$ cat src/rtl/rtc_pkg.sv
// Shared types, limits and the 12 h display helper for the time-of-day counter.
// Used by rtc_prescaler and rtc_hms_counter.
package rtc_pkg;

    localparam logic [5:0] SEC_MAX = 6'd59;
    localparam logic [5:0] MIN_MAX = 6'd59;
    localparam logic [4:0] HR_MAX  = 5'd23;

    typedef struct packed {
        logic [4:0] hh;
        logic [5:0] mm;
        logic [5:0] ss;
    } rtc_time_t;

    // Returns {pm, hour_12h} for a 24 h hour value.
    function automatic logic [5:0] to12h(input logic [4:0] h24);
        logic       pm;
        logic [4:0] h12;
        pm  = (h24 >= 5'd12);
        h12 = h24;
        if (h24 == 5'd0) begin
            h12 = 5'd12;
        end else if (h24 > 5'd12) begin
            h12 = h24 - 5'd12;
        end
        return {pm, h12};
    endfunction

endpackage

$ cat src/rtl/rtc_prescaler.sv
// Divides clk down to a one-cycle tick every CLK_DIV running cycles.
// The count holds while run is low; clear restarts the second.
module rtc_prescaler
    import rtc_pkg::*;
#(
    parameter int CLK_DIV = 100000000
) (
    input  logic clk,
    input  logic reset_n,
    input  logic run,
    input  logic clear,
    output logic tick
);

    localparam int DIV_W = (CLK_DIV > 1) ? $clog2(CLK_DIV) : 1;
    localparam logic [DIV_W-1:0] LAST = DIV_W'(CLK_DIV - 1);

    logic [DIV_W-1:0] cnt_q, cnt_d;

    assign tick = run && (cnt_q == LAST);

    // Next count: clear wins, wrap on tick, advance only while running.
    always_comb begin
        cnt_d = cnt_q;
        if (clear) begin
            cnt_d = '0;
        end else if (tick) begin
            cnt_d = '0;
        end else if (run) begin
            cnt_d = cnt_q + DIV_W'(1);
        end
    end

    // Count register.
    always_ff @(posedge clk or negedge reset_n) begin
        if (!reset_n) begin
            cnt_q <= '0;
        end else begin
            cnt_q <= cnt_d;
        end
    end

endmodule

$ cat src/rtl/rtc_hms_counter.sv
// Time-of-day counter with prescaled 1 s tick, validated load and 12/24 h display.
// Optional alarm comparator is built when RTC_ALARM_EN is defined.
module rtc_hms_counter
    import rtc_pkg::*;
#(
    parameter int CLK_DIV = 100000000
) (
    input  logic       clk,
    input  logic       reset_n,
    input  logic       run_i,
    input  logic       mode_12h_i,
    input  logic       load_i,
    input  logic [4:0] load_hh_i,
    input  logic [5:0] load_mm_i,
    input  logic [5:0] load_ss_i,
`ifdef RTC_ALARM_EN
    input  logic       alarm_we_i,
    input  logic [4:0] alarm_hh_i,
    input  logic [5:0] alarm_mm_i,
    input  logic       alarm_on_i,
    input  logic       alarm_ack_i,
    output logic       alarm_o,
`endif
    output logic [5:0] seconds_o,
    output logic [5:0] minutes_o,
    output logic [4:0] hours_o,
    output logic       pm_o,
    output logic       sec_pulse_o,
    output logic       day_pulse_o,
    output logic       load_err_o
);

    rtc_time_t time_q, time_d, time_inc;
    logic      tick, adv, load_ok, load_acc, day_wrap, err_d;
    logic      sec_pulse_q, day_pulse_q, load_err_q;
    logic [5:0] disp12;

    assign load_ok  = (load_hh_i <= HR_MAX) && (load_mm_i <= MIN_MAX)
                   && (load_ss_i <= SEC_MAX);
    assign load_acc = load_i && load_ok;
    assign adv      = tick && !load_acc;

    rtc_prescaler #(
        .CLK_DIV (CLK_DIV)
    ) u_presc (
        .clk     (clk),
        .reset_n (reset_n),
        .run     (run_i),
        .clear   (load_acc),
        .tick    (tick)
    );

    // Carry chain: time one second ahead of the current value.
    always_comb begin
        time_inc = time_q;
        day_wrap = 1'b0;
        if (time_q.ss == SEC_MAX) begin
            time_inc.ss = '0;
            if (time_q.mm == MIN_MAX) begin
                time_inc.mm = '0;
                if (time_q.hh == HR_MAX) begin
                    time_inc.hh = '0;
                    day_wrap    = 1'b1;
                end else begin
                    time_inc.hh = time_q.hh + 5'd1;
                end
            end else begin
                time_inc.mm = time_q.mm + 6'd1;
            end
        end else begin
            time_inc.ss = time_q.ss + 6'd1;
        end
    end

    // Next time: an accepted load beats the tick of the same cycle.
    always_comb begin
        time_d = time_q;
        if (load_acc) begin
            time_d = '{hh: load_hh_i, mm: load_mm_i, ss: load_ss_i};
        end else if (adv) begin
            time_d = time_inc;
        end
    end

`ifdef RTC_ALARM_EN
    logic [4:0] al_hh_q, al_hh_d;
    logic [5:0] al_mm_q, al_mm_d;
    logic       alarm_q, alarm_d, al_ok, al_hit;

    assign al_ok  = (alarm_hh_i <= HR_MAX) && (alarm_mm_i <= MIN_MAX);
    assign al_hit = adv && (time_inc.hh == al_hh_q)
                 && (time_inc.mm == al_mm_q) && (time_inc.ss == 6'd0);
    assign err_d  = (load_i && !load_ok) || (alarm_we_i && !al_ok);

    // Alarm setpoint write and sticky alarm flag; ack/disable beat a new hit.
    always_comb begin
        al_hh_d = al_hh_q;
        al_mm_d = al_mm_q;
        alarm_d = alarm_q;
        if (alarm_we_i && al_ok) begin
            al_hh_d = alarm_hh_i;
            al_mm_d = alarm_mm_i;
        end
        if (alarm_ack_i || !alarm_on_i) begin
            alarm_d = 1'b0;
        end else if (al_hit) begin
            alarm_d = 1'b1;
        end
    end

    // Alarm registers.
    always_ff @(posedge clk or negedge reset_n) begin
        if (!reset_n) begin
            al_hh_q <= '0;
            al_mm_q <= '0;
            alarm_q <= 1'b0;
        end else begin
            al_hh_q <= al_hh_d;
            al_mm_q <= al_mm_d;
            alarm_q <= alarm_d;
        end
    end

    assign alarm_o = alarm_q;
`else
    assign err_d = load_i && !load_ok;
`endif

    // Time register and registered event pulses.
    always_ff @(posedge clk or negedge reset_n) begin
        if (!reset_n) begin
            time_q      <= '0;
            sec_pulse_q <= 1'b0;
            day_pulse_q <= 1'b0;
            load_err_q  <= 1'b0;
        end else begin
            time_q      <= time_d;
            sec_pulse_q <= adv;
            day_pulse_q <= adv && day_wrap;
            load_err_q  <= err_d;
        end
    end

    assign disp12      = to12h(time_q.hh);
    assign seconds_o   = time_q.ss;
    assign minutes_o   = time_q.mm;
    assign hours_o     = mode_12h_i ? disp12[4:0] : time_q.hh;
    assign pm_o        = disp12[5];
    assign sec_pulse_o = sec_pulse_q;
    assign day_pulse_o = day_pulse_q;
    assign load_err_o  = load_err_q;

endmodule
$ cat config.mk
export PLATFORM = sky130hd
export DESIGN_NAME = rtc_hms_counter
export DESIGN_NICKNAME = d
export VERILOG_FILES = /design/src/rtl/rtc_pkg.sv /design/src/rtl/rtc_prescaler.sv /design/src/rtl/rtc_hms_counter.sv
export SDC_FILE = /design/constraint.sdc
export NUM_CORES = 1
export LEC_CHECK = 0
export BUFFER_PORTS_ARGS = -buffer_cell sky130_fd_sc_hd__buf_2
export CELL_PAD_IN_SITES_DETAIL_PLACEMENT = 0
export CELL_PAD_IN_SITES_GLOBAL_PLACEMENT = 1
export CORE_MARGIN = 8
export CORE_UTILIZATION = 39
export DETAILED_ROUTE_END_ITERATION = 7
export PLACE_DENSITY = 0.79
export SYNTH_ARGS = -nofsm -noshare
export SYNTH_HDL_FRONTEND = slang
export SYNTH_SLANG_ARGS = --single-unit
$ cat constraint.sdc
create_clock -name clk -period 2.32 [get_ports clk]
set_clock_uncertainty 0.1 [all_clocks]
set_input_delay 0.464 -clock clk [delete_from_list [all_inputs] [get_ports clk]]
set_output_delay 0.464 -clock clk [all_outputs]
set_load 0.02 [all_outputs]
# Yosys cells after proc, flatten, opt, wreduce, memory -nomap -nowiden
# Cells that the tools add are included.
op_classes:
  add_sub_neg: 5
  magnitude_cmp: 5
  eq_ne: 4
  muxes: 16
  n_reduce_logical: 16
op_table:
  columns: ["operator", "count"]
  rows:
  - ["$mux W27", 3]
  - ["$mux W17", 2]
  - ["$add A27 B1 Y27 const B", 1]
  - ["$eq A27 B27 Y1 const B", 1]
  - ["$mux W5", 5]
  - ["$add A6 B1 Y6 const B", 2]
  - ["$eq A6 B6 Y1 const B", 2]
  - ["$le A6 B6 Y1 const B", 2]
  - ["$mux W6", 2]
  - ["$mux W11", 1]
  - ["$logic_and A1 B1 Y1", 7]
  - ["$reduce_bool A2 Y1", 3]
  - ["$add A5 B1 Y5 const B", 1]
  - ["$eq A5 B5 Y1 const B", 1]
  - ["$ge A5 B4 Y1 const B", 1]
  - ["$gt A5 B4 Y1 const B", 1]
  - ["$le A5 B5 Y1 const B", 1]
  - ["$logic_not A5 Y1", 1]
  - ["$sub A5 B4 Y5 const B", 1]
  - ["$mux W1", 3]
  - ["$reduce_and A3 Y1", 1]
  - ["$reduce_bool A3 Y1", 1]
  - ["$logic_not A1 Y1", 2]
  - ["$reduce_and A2 Y1", 1]
totals:
  reg_bits: 47

# Depth between registers and ports, before layout
depth:
  ltp_word: 8
  depth_mapped: 8
  mapped_depth_nobuf: 7

# Cells and area by module
# A second synthesis with hierarchy kept.
hier_totals:
  hier_cells: 345
  hier_area_um2: 3034.2
modules_own_cells:
  columns: ["mod", "instances", "cells_per_inst", "area_per_inst_um2", "seq_area_each_um2"]
  rows:
  - ["rtc_prescaler", 1, 172, 1581.5, 675.6]
  - ["rtc_hms_counter", 1, 173, 1452.6, 500.5]

# Worst setup path after synthesis
# No wires, ideal clock.
synth_timing:
  kind: "register -> register"
  from: "register u_presc.cnt_q[0]"
  to: "register u_presc.cnt_q[10]"
  setup_ns: 0.121
  arrival_time_ns: 2.150
  required_ns: 2.099
  path_slack_ns: -0.051
  stages_incl_launch_ff: 9
  path_buffers: 2
  cell_sequence: "dfrtp_1 ha_1 nand4_1 or3_1 buf_2 or3_1 nand2_1 buf_2 nor2_1"
synth_via:
  elab_chain_len: 4
  elab_cells_between_ends: 7
synth_rtl:
  columns: ["item", "line_no", "rtl"]
  rows:
  - ["start: declaration", "rtc_prescaler.sv:18", "logic [DIV_W-1:0] cnt_q, cnt_d;"]
  - ["start signal: assignment", "rtc_prescaler.sv:39", "cnt_q <= cnt_d;"]
  - ["$add A27 B1 Y27 or $eq A27 B27 Y1 (tied branches)", "rtc_prescaler.sv:30, rtc_prescaler.sv:20", null]
  - ["$mux W27 or $logic_and A1 B1 Y1 (tied branches)", "rtc_prescaler.sv:29, rtc_prescaler.sv:20", null]
  - ["$mux W27", "rtc_prescaler.sv:27", "end else if (tick) begin"]
  - ["$mux W27", "rtc_prescaler.sv:25", "if (clear) begin"]
# Parallel ways exist; a longest one is shown, timed or not. The select of a mux whose other input is x is not followed.
# A chain may end at the register's enable or synchronous reset.

# Worst setup path in the final report
layout_timing:
  from: "register time_q[14] (netlist bit)"
  to: "output hours_o[4]"
layout_via:
  elab_chain_len: 4
  elab_cells_between_ends: 6
layout_rtl:
  columns: ["item", "line_no", "rtl"]
  rows:
  - ["start: declaration", "rtc_hms_counter.sv:33", "rtc_time_t time_q, time_d, time_inc;"]
  - ["start signal: assignment", "rtc_hms_counter.sv:137", "time_q <= time_d;"]
  - ["$sub A5 B4 Y5 or $gt A5 B4 Y1 (tied branches)", "rtc_pkg.sv:24, rtc_pkg.sv:23", null]
  - ["$mux W5", "rtc_pkg.sv:23", "end else if (h24 > 5'd12) begin"]
  - ["$mux W5 *", "rtc_pkg.sv:21", "if (h24 == 5'd0) begin"]
  - ["$mux W5 *", "rtc_hms_counter.sv:147", "assign hours_o = mode_12h_i ? disp12[4:0] : time_q.hh;"]
  - ["end: declaration", "rtc_hms_counter.sv:26", "output logic [4:0] hours_o,"]
# Mark *: on every way between the ends. The rest lies on a longest branch, timed or not.

==> out/results.txt <==
Rel. slew slack - 71.51%
routing usage on met2 - 24.45%
CTS tree - built
total gr overflow - 0
fin. max-slew vios - 0
first-pass GRT wire length - 13.47 mm
R2R setup slack - 0.10 ns
Seq/Total Area, Yosys - 38.52%
synthesized area - 3053 sq um
Post-route DRC - 0
Seq cells post-synth - 47
number of synthesized flops with an enable pin - 0
synth warn - 0
Critical Path End - hours_o[4]
vias post-DR - 2820
wirelength, routed - 7.902 mm
vias in the first global route - 2745
Leak - 1.578 nW
Worst Reg-to-Reg Cells - 8
met1 Usage GRT - 18.07%
post-route ant nets - 0
I/O pin cnt - 43
die area - 10920 sq um
fin area - 3627 sq um
H-Tree Depth - 2
Die Wd - 104.5 um
DRT Pass-1 Iters - 4
DR WL/cell - 15.43 um
antenna cell count - 0
CP Capture Type - output pin
share of cells above drive strength 1 - 23.66%
Pint - 0.001269 W
initial core utilization - 39.92%
Syn Nets - 382
Final HPWL DP - 5.874 mm
Comb power frac - 25.1%
Required @ worst endpoint - 1.76 ns
Peak Freq - 439.4 MHz
Psw - 0.0006023 W
Num CTS Buffers - 5
row count - 32
Finished Layout Cells - 512
Sinks on Clock Net - 47
Cells after Synth - 352
sequential power share - 49.5%
Port Buffers - 42
crit path launch type - flop
CORE AREA - 7647 sq um
Setup Buffers After CTS - 0
critical path class - reg2out
power per cell area - 515.9 nW/um^2
Post-synth ARST share - 100.0%
Finished Core Util - 47.43%
Switching Fraction - 32.19%
largest net degree at the start of global routing - 19
CP Data Arrival Time - 1.71 ns
Synth cell types - 51
CTS Buffer Depth - 2
Root Driver - clkbuf_8
Clk network pwr share - 25.5%
Max VDD drop - 0.1992 mV
Placed Area - 3508 sq um
Via density - 5.508
Final period util - 98.09%
Placer Congestion - 0.8176
crit path from - time_q[14]
initial antenna violation count - 0
max cap viols - 0
Slew @ Worst Pin - 0.4258 ns
crit-path max FO - 6
RSZ-0062 raised after global routing - true
HP Class - in2reg
Fin. Hold Viols - 0
met3 Use GR - 3.222%
Placed Cells - 503
hold slack - 0.2726 ns
# setup viols final - 0
Vert. Die Dim - 104.5 um
synth-to-layout area growth - 18.81%
Worst-path clk slew - 0.08 ns
R2R Path End - minutes_o[5]
min Tclk post-route - 2.276 ns
GRT Util Overall - 14.60%
grt peak-use layer - met2
Clock Latency Late Sink - 0.30 ns
Final nets - 439
reg2reg start - u_presc.cnt_q[1]
top_reg_cell synth - dfrtp_1
number of DRC markers in iteration 0 - 148
status - complete, no violations
Mean Syn Cell Area - 8.673 sq um
## flip-flops by register name (all words and copies together), names as in the netlist
| signal | flops |
|---|---|
| day_pulse_o | 1 |
| u_presc.cnt_q | 27 |
| time_q | 5 |
| load_err_o | 1 |
| minutes_o | 6 |
| seconds_o | 6 |
| sec_pulse_o | 1 |
## power by group through the flow
stage,Combinational (W),Sequential [W],Clock (W)
6_report,0.000469,0.000925,0.000477
5_1_grt,0.000527,0.000935,0.000525
4_1_cts,0.000468,0.000924,0.000494
3_5_place_dp,0.000464,0.000940,0
3_3_place_gp,0.000458,0.000939,0
2_1_floorplan,0.000325,0.000934,0
## critical path, stage by stage (launching register included)
cell,delay [ns]
dfrtp_1,0.39
ha_2,0.22
or4_1,0.50
a21boi_1,0.15
buf_4,0.16
## placed cells by master, fill, tap and decap left out, types with 5 or more instances in the layout
master / count
dfrtp_1: 46
a31oi_1: 18
nand4_1: 16
inv_1: 12
nand2_1: 37
ha_1: 7
clkbuf_8: 5
nand3_1: 19
o21ai_0: 17
buf_2: 41
buf_4: 33
nor2_1: 41
a21oi_1: 6
mux2i_1: 6
xor2_1: 10
and4_1: 5
xnor2_1: 8
and3_1: 9
## timing repair
action | in CTS | in global routing
pin swaps | 0 | 0
endpoints found under the setup margin | 2 | 27
hold buffers | 1 | 0
endpoints found under the hold margin | 12 | 0
resized for setup | 3 | 8
## synthesized netlist by cell type, types with 3 or more instances
library cell  number  area, sq um
buf_4             12        90.09
or3_1              3        18.77
nand3b_1           4        30.03
nor2_1            41        153.9
mux2i_1            6        60.06
dfrtp_1           47         1176
inv_1             12        45.04
and3_1             9        56.30
a31oi_1           18        112.6
nand4_1           16        100.1
buf_2              3        15.01
ha_1               8        100.1
o22a_1             3        26.28
and4_1             6        52.55
clkbuf_1          10        37.54
a21boi_0           3        22.52
o21ai_0           18        90.09
nand3_1           19        95.09
and2_1             4        25.02
a21oi_1            6        30.03
xor2_1            10        87.58
xnor2_1            8        70.07
o22ai_1            3        18.77
nor3_1             4        20.02
nand2_1           38        142.6
nor4_2             3        37.54
nor4_1             5        31.28
nand4b_1           3        26.28
## logic make-up after synthesis
kind of cell | count (synthesis) | share of synthesized area (%)
AND/OR/NAND/NOR | 173 | 31.84
AO/OA/AOI/OAI | 62 | 12.95
flip-flops | 47 | 38.52
buffers and inverters | 38 | 6.270
XOR/XNOR | 18 | 5.164
adder cells (fa/ha/maj) | 8 | 3.279
multiplexers | 6 | 1.967
## stage by stage
stage,TNS (ns),setup slack (ns),power (W)
3_5_place_dp,0,0.06484,0.001404
5_1_grt,-0.01374,-0.008810,0.001987
3_3_place_gp,0,0.1327,0.001397
2_1_floorplan,0,0.01471,0.001259
6_report,0,0.04437,0.001871
4_1_cts,0,0.02413,0.001886
## metal layers
| layer | vias to the layer above | share of wire [%] |
|---|---|---|
| met3 | 11 | 4.3 |
| met4 | 0 | 1.6 |
| met2 | 54 | 47 |
| met1 | 1368 | 47 |
| met5 | - | 0 |
| li1 | 1387 | - |
## area by class of cell
class | count | area (sq um)
Clock buffer | 7 | 76.32
Fill cell | 748 | 4020
Timing Repair Buffer | 76 | 474.2
Tap cell | 102 | 127.6
Multi-Input combinational cell | 267 | 1722
Sequential cell | 47 | 1177
Inverter | 12 | 45.04
Clock inverter | 1 | 5.005
## worst min path at each step
stage	depth (start not counted)	start	end	slack, ns
floorplan	0	reset_n	day_pulse_o	0.07
global placement	1	reset_n	time_q[16]	0.29
detailed placement	1	reset_n	time_q[13]	0.29
CTS	3	load_hh_i[0]	time_q[12]	0.27
global route	3	load_ss_i[1]	seconds_o[1]	0.29
finish	3	load_hh_i[0]	time_q[12]	0.27
No activity file was read; power rests on OpenSTA's default activity.
